===== src/rtl/sdram_init_seq.sv =====
// SDRAM power-up initialisation: NOP wait, PRECHARGE ALL, NUM_REFRESH auto-refreshes, MRS, then done.
// All outputs registered from the next state, so each command appears in the same cycle as its state.
module sdram_init_seq #(
   parameter int PWRUP_CYCLES = 10000,
   parameter int TRP          = 3,
   parameter int TRFC         = 7,
   parameter int NUM_REFRESH  = 8,
   parameter int TMRD         = 2
) (
   input  logic        sdram_clk,
   input  logic        sdram_resetn,
   input  logic        init_req,
   input  logic [12:0] cfg_mode_reg,
   output logic        sdr_cke,
   output logic        sdr_cs_n,
   output logic        sdr_ras_n,
   output logic        sdr_cas_n,
   output logic        sdr_we_n,
   output logic [12:0] sdr_addr,
   output logic [1:0]  sdr_ba,
   output logic        sdram_init_done,
   output logic [2:0]  init_state
);

   typedef enum logic [2:0] {
      PWRUP     = 3'd0,
      PRE       = 3'd1,
      WAIT_TRP  = 3'd2,
      REF       = 3'd3,
      WAIT_TRFC = 3'd4,
      MRS       = 3'd5,
      WAIT_MRD  = 3'd6,
      DONE      = 3'd7
   } state_t;

   localparam int PW_BITS = ($clog2(PWRUP_CYCLES + 1) > 16) ? $clog2(PWRUP_CYCLES + 1) : 16;
   localparam logic [PW_BITS-1:0] PWR_TC  = PW_BITS'(PWRUP_CYCLES);
   localparam logic [PW_BITS-1:0] PWR_ONE = PW_BITS'(1);
   localparam logic [3:0] NUM_R   = 4'(NUM_REFRESH);
   // Wait counters hold "remaining wait cycles after this one"
   localparam logic [3:0] TRP_LD  = 4'((TRP  >= 2) ? TRP  - 2 : 0);
   localparam logic [3:0] TRFC_LD = 4'((TRFC >= 2) ? TRFC - 2 : 0);
   localparam logic [3:0] TMRD_LD = 4'((TMRD >= 2) ? TMRD - 2 : 0);

   state_t               state, nxt;
   logic [PW_BITS-1:0]   pwr_cnt, pwr_cnt_nxt;
   logic [3:0]           dly, dly_nxt;
   logic [3:0]           ref_cnt, ref_cnt_nxt;
   logic                 done_seen;

   always_comb begin
      nxt         = state;
      pwr_cnt_nxt = pwr_cnt;
      dly_nxt     = dly;
      ref_cnt_nxt = ref_cnt;
      case (state)
         PWRUP: begin
            ref_cnt_nxt = 4'd0;
            if (pwr_cnt == PWR_TC) nxt = PRE;
            else                   pwr_cnt_nxt = pwr_cnt + PWR_ONE;
         end
         PRE: begin
            if (TRP == 1) begin
               nxt         = REF;
               ref_cnt_nxt = ref_cnt + 4'd1;
            end else begin
               nxt     = WAIT_TRP;
               dly_nxt = TRP_LD;
            end
         end
         WAIT_TRP: begin
            if (dly == 4'd0) begin
               nxt         = REF;
               ref_cnt_nxt = ref_cnt + 4'd1;
            end else begin
               dly_nxt = dly - 4'd1;
            end
         end
         REF, WAIT_TRFC: begin
            if (state == REF && TRFC != 1) begin
               nxt     = WAIT_TRFC;
               dly_nxt = TRFC_LD;
            end else if (state == WAIT_TRFC && dly != 4'd0) begin
               dly_nxt = dly - 4'd1;
            end else if (ref_cnt == NUM_R) begin
               nxt = MRS;
            end else begin
               nxt         = REF;
               ref_cnt_nxt = ref_cnt + 4'd1;
            end
         end
         MRS: begin
            if (TMRD == 1) begin
               nxt = DONE;
            end else begin
               nxt     = WAIT_MRD;
               dly_nxt = TMRD_LD;
            end
         end
         WAIT_MRD: begin
            if (dly == 4'd0) nxt = DONE;
            else             dly_nxt = dly - 4'd1;
         end
         DONE: begin
            // pwr_cnt is still saturated, so PWRUP lasts exactly one NOP cycle
            if (init_req && done_seen) nxt = PWRUP;
         end
         default: nxt = PWRUP;
      endcase
   end

   always_ff @(posedge sdram_clk or negedge sdram_resetn) begin
      if (!sdram_resetn) begin
         state     <= PWRUP;
         pwr_cnt   <= '0;
         dly       <= 4'd0;
         ref_cnt   <= 4'd0;
         done_seen <= 1'b0;
      end else begin
         state     <= nxt;
         pwr_cnt   <= pwr_cnt_nxt;
         dly       <= dly_nxt;
         ref_cnt   <= ref_cnt_nxt;
         done_seen <= (state == DONE);
      end
   end

   always_ff @(posedge sdram_clk or negedge sdram_resetn) begin
      if (!sdram_resetn) begin
         sdr_cke                                   <= 1'b0;
         {sdr_cs_n, sdr_ras_n, sdr_cas_n, sdr_we_n} <= 4'b1111;
         sdr_addr                                  <= 13'd0;
         sdr_ba                                    <= 2'd0;
         sdram_init_done                           <= 1'b0;
      end else begin
         sdr_cke         <= 1'b1;
         sdr_ba          <= 2'd0;
         sdram_init_done <= (nxt == DONE);
         case (nxt)
            PRE: begin
               {sdr_cs_n, sdr_ras_n, sdr_cas_n, sdr_we_n} <= 4'b0010;
               sdr_addr                                  <= 13'h0400;
            end
            REF: begin
               {sdr_cs_n, sdr_ras_n, sdr_cas_n, sdr_we_n} <= 4'b0001;
               sdr_addr                                  <= 13'd0;
            end
            MRS: begin
               {sdr_cs_n, sdr_ras_n, sdr_cas_n, sdr_we_n} <= 4'b0000;
               sdr_addr                                  <= cfg_mode_reg;
            end
            default: begin
               {sdr_cs_n, sdr_ras_n, sdr_cas_n, sdr_we_n} <= 4'b0111;
               sdr_addr                                  <= 13'd0;
            end
         endcase
      end
   end

   assign init_state = state;

endmodule


===== config.mk =====
export PLATFORM = sky130hd
export DESIGN_NAME = sdram_init_seq
export DESIGN_NICKNAME = d
export VERILOG_FILES = /design/src/rtl/sdram_init_seq.sv
export SDC_FILE = /design/constraint.sdc
export NUM_CORES = 1
export LEC_CHECK = 0
export CAP_MARGIN = 20
export CORE_UTILIZATION = 47
export DETAILED_ROUTE_END_ITERATION = 8
export HOLD_SLACK_MARGIN = 0.12
export PLACE_DENSITY = 0.75
export SKIP_CTS_REPAIR_TIMING = 1
export SLEW_MARGIN = 10
export SYNTH_ARGS = -nofsm -noshare
export SYNTH_HDL_FRONTEND = slang
export SYNTH_SLANG_ARGS = --single-unit

===== constraint.sdc =====
create_clock -name sdram_clk -period 1.9 [get_ports sdram_clk]
set_clock_uncertainty 0.05 [all_clocks]
set_input_delay 0.57 -clock sdram_clk [delete_from_list [all_inputs] [get_ports sdram_clk]]
set_output_delay 0.57 -clock sdram_clk [all_outputs]
set_load 0.005 [all_outputs]

==> metrics.yaml <==
cp_max_fo: 6
synth.area.top_cells: "dfrtp_1 (48%), dfstp_2 (4.7%), xnor2_1 (4.3%)"
final_cell_mix: "dfrtp_1 (40), clkdlybuf4s50_1 (31), nand2_1 (18)"
vias_per_cell: 5.28
ioPinCount: 40
layout_min_cycle_time_ps: 1850
cts_buffer_depth: 2
routabilityCongestion: 0.821
cts_buffers: 5
grt_pass1_wl_mm: 7.26
cts-root-buf: "clkbuf_8"
dr.pass1.iters: 6
final_common_cell: "dfrtp_1"
drt-total-wl_mm: 4.30
die_w_um: 70.9
final-setup-viol-count: 0
clkSinkCount: 47
peakVddDrop_v: 0.000410
num_vias: 1617
clkTransAtPathRegs_ps: 90
crit-reg2reg-launch: "ref_cnt[0]$_DFFE_PN0P_"
grt_use_met2_pct: 31.0
yosysWarnings: 0
final_max_slew_viol_count: 0
crit_type: "register to primary output"
cts_tree: "built"
drive_gt1_share_pct: 18.5
timing.fmax_ghz: 0.542
port_buffers: 37
grt_max_degree: 48
nets: 274
area_growth_pct: 30.0
p_total_uw: 1840
instances_no_fill: 306
busiest_layer: "met2"
place_inst: 295
rrSetupSlack_ps: 110
wl_per_cell_um: 14.0
maxCapViolCount: 0
endpoint_kind: "primary output"
clock_latency_ps: 300
die_y_um: 70.9
num_rows: 24
rr_worst_depth: 6
hold_viol_final: 0
yosysTopAreaCellShare_pct: 48.2
grt_pass1_vias: 1578
ys_seq_area_share_pct: 52.9
die_area_mm2: 0.00503
cp_slowest_stage_delay_ps: 520
finalCritPeriodShare_pct: 97.1
worst-endpoint-required_ps: 1280
htreeDepth: 2
dp_hpwl_mm: 2.99
rsz0062_at_grt: "true"
status: "completed"
ys_ff_latch: 47
min_path_type: "primary input to asynchronous set/reset pin"
critPathLaunchType: "register"
synth.avg_cell_area_um2: 10.9
drtIter0Drc: 57
crit_chain: "clkdlybuf4s50_1"
leakagePower_uw: 0.00131
path_buf_inv: 1
yosysTopAreaCell: "dfrtp_1"
gr-total-overflow: 0
design.core.area_mm2: 0.00444
met3_usage_pct: 4.70
cp.arrival_ps: 1230
start_util_pct: 50.2
cp_slowest_cell: "clkdlybuf4s50_1"
ant_nets: 0
post-route-cell-area_mm2: 0.00290
syn_inst: 204
power_density_mw_per_mm2: 635
antenna_found_initial: 0
synth.distinct_cells: 51
rr_endpoint: "ref_cnt[0]$_DFFE_PN0P_"
grt_usage_pct: 18.7
dpl-instance-area_mm2: 0.00270
synth_area_mm2: 0.00223
num_antenna_cells: 0
drc_errors: 0
grtUsageMet1_pct: 24.3
crit_family: "buffers and inverters"
## logic make-up after synthesis
group           count (synthesis)  share of synthesized area [%]
mux                             4                           1.85
buf+inv                        17                           3.93
fa+ha+maj                       5                           2.80
other cells                     2                          0.337
xor+xnor                       15                           5.89
flops                          47                           52.9
compound gates                 30                           9.37
simple gates                   84                           22.9
## state kept, by name (all words and copies together) (netlist names), 3 cells and up
name        cells
pwr_cnt        16
sdr_addr       13
init_state      3
dly             4
ref_cnt         4
## how the worst max path moves through the flow
stage | start | end | slack [ps] | cells after the start
finish | init_state[1]$_DFF_PN0_ | init_state[1] | 50 | 1
global route | ref_cnt[0]$_DFFE_PN0P_ | ref_cnt[1]$_DFFE_PN0P_ | -2 | 6
CTS | init_state[0]$_DFF_PN0_ | init_state[0] | -90 | 1
detailed placement | init_req | sdr_addr[10]$_DFF_PN0_ | 20 | 5
global placement | init_req | sdr_addr[10]$_DFF_PN0_ | 40 | 5
floorplan | dly[0]$_DFFE_PN0P_ | ref_cnt[0]$_DFFE_PN0P_ | 130 | 7
## stage by stage
stage	setup WS [ps]	setup TNS, ps	hold WS [ps]	utilization, %
4_1_cts	-85.2	-318	186	63.4
2_1_floorplan	130	0	224	-
5_1_grt	-2.35	-2.35	179	65.3
6_report	54.7	0	174	65.3
3_5_place_dp	20.4	0	431	60.6
3_3_place_gp	43.4	0	402	60.6
## report_power, final
group / switching (uW) / internal [uW]
combinational: 25.3 / 33.8
clock: 347 / 433
sequential: 0.406 / 1000
total: 373 / 1470
## cells in the mapped netlist (all sizes together)
master / count
xor2: 4
a22oi: 1
buf: 9
o22ai: 1
ha: 5
a22o: 1
and4b: 1
a311oi: 2
nand3: 5
inv: 7
dfstp: 4
nor3: 3
conb: 2
mux2i: 3
nor2: 11
nand3b: 1
nor3b: 4
dfrtp: 43
and2: 13
a21oi: 9
clkbuf: 1
or2: 1
a21o: 1
or3: 2
a21boi: 1
or3b: 1
nand2b: 3
xnor2: 11
nor2b: 2
mux2: 1
nand2: 19
nand4b: 1
o21ai: 7
nor4b: 4
nor4: 4
a32o: 1
and3: 4
a211oi: 3
a2111oi: 1
o31ai: 2
nand4: 5
## area by class of cell
type,instances,area [um2]
clock buffer,6,82.6
sequential,47,1180
fill,352,1540
timing repair buffer,50,488
inverter,7,26.3
multi-input combinational,142,1010
tap,52,65.1
clock inverter,2,38.8
## routing by layer
metal | wire, um | vias to the layer above
met5 | 0 | -
met4 | 55 | 0
met3 | 103 | 7
met2 | 2150 | 17
met1 | 1990 | 794
li1 | - | 799
Power figures use the tool's default switching activity.
